==> src/rtl/demodulador_fsk_pkg.sv <==
// Shared types and helpers for the FSK demodulator: FSM encoding,
// accumulator width and the magnitude function used by the bit decision.
package demod_pkg;

    typedef enum logic [0:0] {
        IDLE = 1'b0,
        RECV = 1'b1
    } estado_t;

    // 16 samples of up to 255 each side gives +/-4080, which fits in 14 signed bits.
    localparam int ACC_W = 14;

    function automatic logic [ACC_W-1:0] abs_acc(input logic signed [ACC_W-1:0] v);
        logic signed [ACC_W-1:0] neg;
        neg = -v;
        return v[ACC_W-1] ? neg : v;
    endfunction

endpackage

==> src/rtl/demodulador_fsk_if.sv <==
// Sample-in / byte-out bundle between the sample source and the demodulator.
// Handshake: there is no backpressure. A sample is consumed on every rising
// clk edge where amostra_valida=1; sinc is only meaningful together with
// amostra_valida. byte_valido is a single-cycle strobe qualifying dado_rx and
// erro_rx, which hold their value between strobes.
interface demodulador_fsk_if #(
    parameter int W = 8
);
    logic [7:0]   amostra;
    logic         amostra_valida;
    logic         sinc;
    logic [W-1:0] dado_rx;
    logic         byte_valido;
    logic         erro_rx;
    logic         ocupado;
    logic [0:0]   estado_dbg;

    modport master (
        output amostra, amostra_valida, sinc,
        input  dado_rx, byte_valido, erro_rx, ocupado, estado_dbg
    );

    modport slave (
        input  amostra, amostra_valida, sinc,
        output dado_rx, byte_valido, erro_rx, ocupado, estado_dbg
    );
endinterface

==> src/rtl/demodulador_fsk_detector_bit.sv <==
// Per-bit half-window detector: accumulates first-half samples minus
// second-half samples and decides the bit on the last sample of the window.
module detector_bit
    import demod_pkg::*;
#(
    parameter int SAMPLES_PER_BIT = 32,
    parameter int THRESH          = 1024,
    parameter int GUARD           = 512,
    localparam int IDX_W          = $clog2(SAMPLES_PER_BIT)
) (
    input  logic             clk,
    input  logic             rst_n,
    input  logic [7:0]       amostra,
    input  logic             valid,
    input  logic [IDX_W-1:0] index,
    input  logic             clear,
    output logic             bit_ok,
    output logic             bit_rx,
    output logic             ambiguo
);

    localparam logic [ACC_W-1:0] LIM_T  = ACC_W'(THRESH);
    localparam logic [ACC_W-1:0] LIM_LO = ACC_W'(THRESH - GUARD);
    localparam logic [ACC_W-1:0] LIM_HI = ACC_W'(THRESH + GUARD - 1);

    logic signed [ACC_W-1:0] acc_q;
    logic signed [ACC_W-1:0] acc_base;
    logic signed [ACC_W-1:0] acc_next;
    logic signed [ACC_W-1:0] amostra_ext;
    logic        [ACC_W-1:0] mag;

    // The 128 offset appears equally in both halves, so raw samples are used.
    always_comb begin
        amostra_ext = $signed({{(ACC_W-8){1'b0}}, amostra});
        acc_base    = clear ? '0 : acc_q;
        acc_next    = index[IDX_W-1] ? (acc_base - amostra_ext) : (acc_base + amostra_ext);
        mag         = abs_acc(acc_next);
        bit_ok      = valid & (&index);
        bit_rx      = (mag < LIM_T);
        ambiguo     = (mag >= LIM_LO) && (mag <= LIM_HI);
    end

    always_ff @(posedge clk or negedge rst_n) begin
        if (!rst_n) begin
            acc_q <= '0;
        end else if (valid) begin
            acc_q <= bit_ok ? '0 : acc_next;
        end
    end

endmodule

==> src/rtl/demodulador_fsk.sv <==
// FSK demodulator top: sync-driven FSM, sample/bit counters, LSB-first
// shift register and the registered byte outputs.
module demodulador_fsk
    import demod_pkg::*;
#(
    parameter int SAMPLES_PER_BIT = 32,
    parameter int BITS_PER_BYTE   = 8,
    parameter int THRESH          = 1024,
    parameter int GUARD           = 512
) (
    input  logic             clk,
    input  logic             rst_n,
    demodulador_fsk_if.slave bus
);

    localparam int IDX_W = $clog2(SAMPLES_PER_BIT);
    localparam int BIT_W = $clog2(BITS_PER_BYTE);

    localparam logic [0:0]       S_IDLE   = IDLE;
    localparam logic [0:0]       S_RECV   = RECV;
    localparam logic [BIT_W-1:0] LAST_BIT = BIT_W'(BITS_PER_BYTE - 1);

    logic [0:0]               estado_q;
    logic [IDX_W-1:0]         idx_q;
    logic [IDX_W-1:0]         idx_eff;
    logic [BIT_W-1:0]         bit_cnt_q;
    logic [BITS_PER_BYTE-1:0] shreg_q;
    logic [BITS_PER_BYTE-1:0] shreg_next;
    logic [BITS_PER_BYTE-1:0] dado_q;
    logic                     sticky_q;
    logic                     erro_q;
    logic                     byte_valido_q;

    logic resync;
    logic det_valid;
    logic bit_ok;
    logic bit_rx;
    logic ambiguo;

    // A valid sinc always forces index 0, so it can never complete a bit.
    always_comb begin
        resync     = bus.amostra_valida & bus.sinc;
        det_valid  = bus.amostra_valida & (resync | (estado_q == S_RECV));
        idx_eff    = resync ? '0 : idx_q;
        shreg_next = {bit_rx, shreg_q[BITS_PER_BYTE-1:1]};
    end

    detector_bit #(
        .SAMPLES_PER_BIT (SAMPLES_PER_BIT),
        .THRESH          (THRESH),
        .GUARD           (GUARD)
    ) u_detector (
        .clk     (clk),
        .rst_n   (rst_n),
        .amostra (bus.amostra),
        .valid   (det_valid),
        .index   (idx_eff),
        .clear   (resync),
        .bit_ok  (bit_ok),
        .bit_rx  (bit_rx),
        .ambiguo (ambiguo)
    );

    always_ff @(posedge clk or negedge rst_n) begin
        if (!rst_n) begin
            estado_q      <= S_IDLE;
            idx_q         <= '0;
            bit_cnt_q     <= '0;
            shreg_q       <= '0;
            sticky_q      <= 1'b0;
            dado_q        <= '0;
            erro_q        <= 1'b0;
            byte_valido_q <= 1'b0;
        end else begin
            byte_valido_q <= 1'b0;
            if (resync) begin
                estado_q  <= S_RECV;
                idx_q     <= IDX_W'(1);
                bit_cnt_q <= '0;
                shreg_q   <= '0;
                sticky_q  <= 1'b0;
            end else if (det_valid) begin
                idx_q <= idx_q + IDX_W'(1);
                if (bit_ok) begin
                    shreg_q <= shreg_next;
                    if (bit_cnt_q == LAST_BIT) begin
                        dado_q        <= shreg_next;
                        erro_q        <= sticky_q | ambiguo;
                        byte_valido_q <= 1'b1;
                        bit_cnt_q     <= '0;
                        sticky_q      <= 1'b0;
                    end else begin
                        bit_cnt_q <= bit_cnt_q + BIT_W'(1);
                        sticky_q  <= sticky_q | ambiguo;
                    end
                end
            end
        end
    end

    assign bus.dado_rx     = dado_q;
    assign bus.erro_rx     = erro_q;
    assign bus.byte_valido = byte_valido_q;
    assign bus.ocupado     = (estado_q == S_RECV);
    assign bus.estado_dbg  = estado_q;

endmodule

==> src/flat_wrapper.sv <==
// flat-port wrapper written by rule: the top's interface ports become plain ports
module demodulador_fsk_flat import demod_pkg::*;
#(
    parameter int SAMPLES_PER_BIT = 32,
    parameter int BITS_PER_BYTE   = 8,
    parameter int THRESH          = 1024,
    parameter int GUARD           = 512
)
  (clk, rst_n, bus_amostra, bus_amostra_valida, bus_sinc, bus_dado_rx, bus_byte_valido, bus_erro_rx, bus_ocupado, bus_estado_dbg);
  demodulador_fsk_if bus_i ();
  input  logic clk;
  input  logic rst_n;
  input wire logic [$bits(bus_i.amostra)-1:0] bus_amostra;
  input wire logic [$bits(bus_i.amostra_valida)-1:0] bus_amostra_valida;
  input wire logic [$bits(bus_i.sinc)-1:0] bus_sinc;
  output wire logic [$bits(bus_i.dado_rx)-1:0] bus_dado_rx;
  output wire logic [$bits(bus_i.byte_valido)-1:0] bus_byte_valido;
  output wire logic [$bits(bus_i.erro_rx)-1:0] bus_erro_rx;
  output wire logic [$bits(bus_i.ocupado)-1:0] bus_ocupado;
  output wire logic [$bits(bus_i.estado_dbg)-1:0] bus_estado_dbg;
  assign bus_i.amostra = bus_amostra;
  assign bus_i.amostra_valida = bus_amostra_valida;
  assign bus_i.sinc = bus_sinc;
  assign bus_dado_rx = bus_i.dado_rx;
  assign bus_byte_valido = bus_i.byte_valido;
  assign bus_erro_rx = bus_i.erro_rx;
  assign bus_ocupado = bus_i.ocupado;
  assign bus_estado_dbg = bus_i.estado_dbg;
  demodulador_fsk #(.SAMPLES_PER_BIT(SAMPLES_PER_BIT), .BITS_PER_BYTE(BITS_PER_BYTE), .THRESH(THRESH), .GUARD(GUARD)) u_core (.clk(clk), .rst_n(rst_n), .bus(bus_i));
endmodule
==> config.mk <==
export PLATFORM = sky130hd
export DESIGN_NAME = demodulador_fsk_flat
export DESIGN_NICKNAME = d
export VERILOG_FILES = /design/src/rtl/demodulador_fsk_pkg.sv /design/src/rtl/demodulador_fsk_if.sv /design/src/rtl/demodulador_fsk_detector_bit.sv /design/src/rtl/demodulador_fsk.sv /design/src/flat_wrapper.sv
export SDC_FILE = /design/constraint.sdc
export NUM_CORES = 1
export LEC_CHECK = 0
export CAP_MARGIN = 20
export CORE_MARGIN = 2
export CORE_UTILIZATION = 53
export CTS_CLUSTER_SIZE = 24
export DETAILED_ROUTE_END_ITERATION = 7
export PLACE_DENSITY = 0.78
export SETUP_SLACK_MARGIN = 0.1
export SLEW_MARGIN = 20
export SYNTH_ARGS = -nofsm -noshare
export SYNTH_HDL_FRONTEND = slang
export SYNTH_SLANG_ARGS = --single-unit
==> constraint.sdc <==
create_clock -name clk -period 3.5 [get_ports clk]
set_input_delay 0.7 -clock clk [delete_from_list [all_inputs] [get_ports clk]]
set_output_delay 0.7 -clock clk [all_outputs]
set_load 0.02 [all_outputs]
==> flow_metrics.tcl <==
set metrics [dict create \
    drt-initial-drc-count 184 \
    grt_overflow_total 0 \
    wire_per_inst_um 18.1 \
    num_io_pins 24 \
    r2r_cells 16 \
    grt_pass1_vias 2955 \
    cp.arrival_ns 3.87 \
    cts_buffers 5 \
    dpl_cell_area_um2 3770 \
    yosysUniqueCellTypes 54 \
    finalWorstSetupSlack_ns -0.212 \
    syn_area_um2 2900 \
    async_reset_ff_frac 1.00 \
    holdWs_ns 0.479 \
    ys_ff_latch 41 \
    min_period_ns 3.71 \
    grt_setup_unrepaired "true" \
    synth-xor-area-share 0.0691 \
    peakVddDrop_mv 0.289 \
    power_density_nw_per_um2 590 \
    final_area_um2 4280 \
    row_count 26 \
    area_growth_pct 47.9 \
    viasPerCell 5.92 \
    path_clk_slew_ns 0.08 \
    worstMarginPinSlew_ns 0.909 \
    yosys.area.top_type_share 0.354 \
    io_buffers 23 \
    r2r_slack_ns 0.05 \
    crit_type "in2reg" \
    start_util 0.556 \
    htreeDepth 2 \
    cts.sinks 41 \
    grtUsageTotal 0.288 \
    violations "negative setup slack" \
    max_freq_ghz 0.269 \
    hp-start "u_core.u_detector.acc_q[2]" \
    setup-violations-final 4 \
    avgSynthCellArea_um2 8.83 \
    synth_top_family_by_area "compound AO/OA/AOI/OAI gates" \
    synth_flop_cell "dfrtp_1" \
    r2r_end "u_core.bus.erro_rx" \
    synth_edf_count 0 \
    clock_path_buffers 2 \
    outcome "complete, but fails checks" \
    synthAdderAreaFrac 0.0847 \
    dp_cells 474 \
    yosys.area_share.simple 0.209 \
    die_h_um 77.9 \
    drtAntennaViolNets 0 \
    synth_area_leaders "dfrtp_1 35%, ha_1 7.8%, nand2_1 6.7%" \
    seq_area_frac_synth 0.354 \
    whs_endpoint "u_core.u_detector.acc_q[2]" \
    routed_wl_mm 9.10 \
    die-area_um2 6070 \
    vias 2979 \
    tns_ns -0.698 \
    drc 0 \
    synth_nets 359 \
    slew_viol_final 0 \
    antennaDiodeCount 0 \
    yosysTopAreaCell "dfrtp_1" \
    clkLatencyLatePin_ns 0.29 \
    die_w_um 77.9 \
    p_leak_uw 0.00201 \
    drive_gt1_frac 0.395 \
    cp.required_ns 3.65 \
    first_pass_iters 4 \
    relSlewSlack 0.394 \
    grt_first_pass_wirelength_mm 13.9 \
    utilization 0.823 \
    core_area_um2 5200 \
    grt_max_degree 42 \
    fin_cells 503 \
    start_kind "primary input" \
    hold_viol 0 \
    drv_cap 0 \
    synth_compound_gate_area_share 0.210 \
    fillCellCount 281 \
    holdPathStages 2 \
    gp_congestion 0.931 \
    path_max_fanout 7 \
    final.setup_skew_ns 0.00444 \
    antenna_found_initial 0 \
    synth_cells 328 \
    cts_tree "yes" \
    dp_hpwl_mm 5.65 \
    worstSetupEndpointType "flip-flop" \
    cts-root-buf "clkbuf_8" \
    synth_warnings 0 \
    hold_path.class "reg2reg" \
    nets 463 \
    synth.area.mux_share 0.0346 \
    timing.final.crit_share 1.06 \
    crit-reg2reg-launch "u_core.idx_q[4]" \
]
## per-stage QoR
| step | power (µW) | setup slack [ns] |
|---|---|---|
| after floorplan | 1360 | -0.0323 |
| final | 2530 | -0.212 |
| after detailed placement | 1850 | -0.814 |
| after global placement | 1810 | -0.684 |
| after global routing | 2680 | -0.329 |
| after CTS | 2380 | -0.110 |
## registers in the layout, summed over array words and instances (netlist names)
name                     flops
u_core.sticky_q              1
u_core.bus.erro_rx           1
u_core.shreg_q               7
u_core.u_detector.acc_q     14
u_core.bit_cnt_q             3
u_core.idx_q                 5
u_core.bus.estado_dbg        1
u_core.bus.dado_rx           8
u_core.bus.byte_valido       1
## routing by layer
metal	GRT usage	routed length [µm]
met1	0.370	3760
met2	0.500	4660
met3	0.0535	422
met4	0.0772	251
met5	0	0
## synth_stat cells (all sizes together), types with 8 or more instances
cell type  number
nand2          53
dfrtp          41
a21oi          25
nor2           20
o21ai          19
ha             18
and2           14
xnor2          13
o31ai          11
clkbuf         10
inv             9
xor2            9
mux2            8
nand2b          8
## report_power, final
part,leakage (µW),internal (µW),switching (µW)
logic,0.00141,736,797
clock network,0.0000574,232,167
registers,0.000543,550,46.8
## kinds of logic after synthesis
logic type,count (synthesis)
AOI/OAI and AO/OA,90
and+or+nand+nor,123
buffers and inverters,24
xor gates and xnor gates,22
adders and majority gates,19
DFF,41
muxes,9
## cell type report
cell class / count / area (µm²) / share of cell area
clock inverters: 2 / 37.5 / 0.00876
flip-flops and latches: 41 / 1030 / 0.240
multi-input cells: 263 / 2110 / 0.494
repair buffers: 112 / 891 / 0.208
inverters: 9 / 43.8 / 0.0102
well taps: 70 / 87.6 / 0.0204
clock buffers: 6 / 82.6 / 0.0193
## how the worst max path moves through the flow
stage                         startpoint  slack, ns  cells after the start                    end
after floorplan           bus_amostra[3]      -0.03                     14        u_core.sticky_q
after global placement    bus_amostra[2]      -0.68                     15     u_core.bus.erro_rx
after detailed placement  bus_amostra[2]      -0.81                     15     u_core.bus.erro_rx
after CTS                 bus_amostra[0]      -0.11                     16  u_core.bus.dado_rx[7]
after global routing      bus_amostra[2]      -0.33                     18     u_core.bus.erro_rx
final                     bus_amostra[5]      -0.21                     16     u_core.bus.erro_rx
## cells in the final DEF, fill, tap and decap left out, drive strengths merged, types with 8 or more instances in the layout
master / count
xor2: 9
o21ai: 19
clkdlybuf4s50: 12
and2: 14
o31ai: 11
nand2b: 8
nand2: 53
inv: 8
dfrtp: 41
mux2: 8
xnor2: 13
nor2: 20
a21oi: 25
ha: 18
buf: 97
## critical path: stages
cell             delay [ns]
clkdlybuf4s15_2        0.23
nor4_4                 0.32
a21oi_2                0.10
xnor2_1                0.13
ha_2                   0.39
o21a_1                 0.19
o21ai_2                0.09
buf_4                  0.14
a211o_1                0.26
a21oi_1                0.27
xnor2_2                0.10
buf_4                  0.17
nor3b_4                0.22
a2bb2oi_2              0.22
xor2_2                 0.24
o31ai_2                0.09
## timing repair
item / 4_1_cts / 5_1_grt
gates resized for setup: 66 / 24
buffers inserted: 17 / 4
pin swaps: 40 / 17
endpoints found under the setup margin: 5 / 5
hold buffers: 0 / 0
Note: power is estimated with default switching activity, not from simulation.
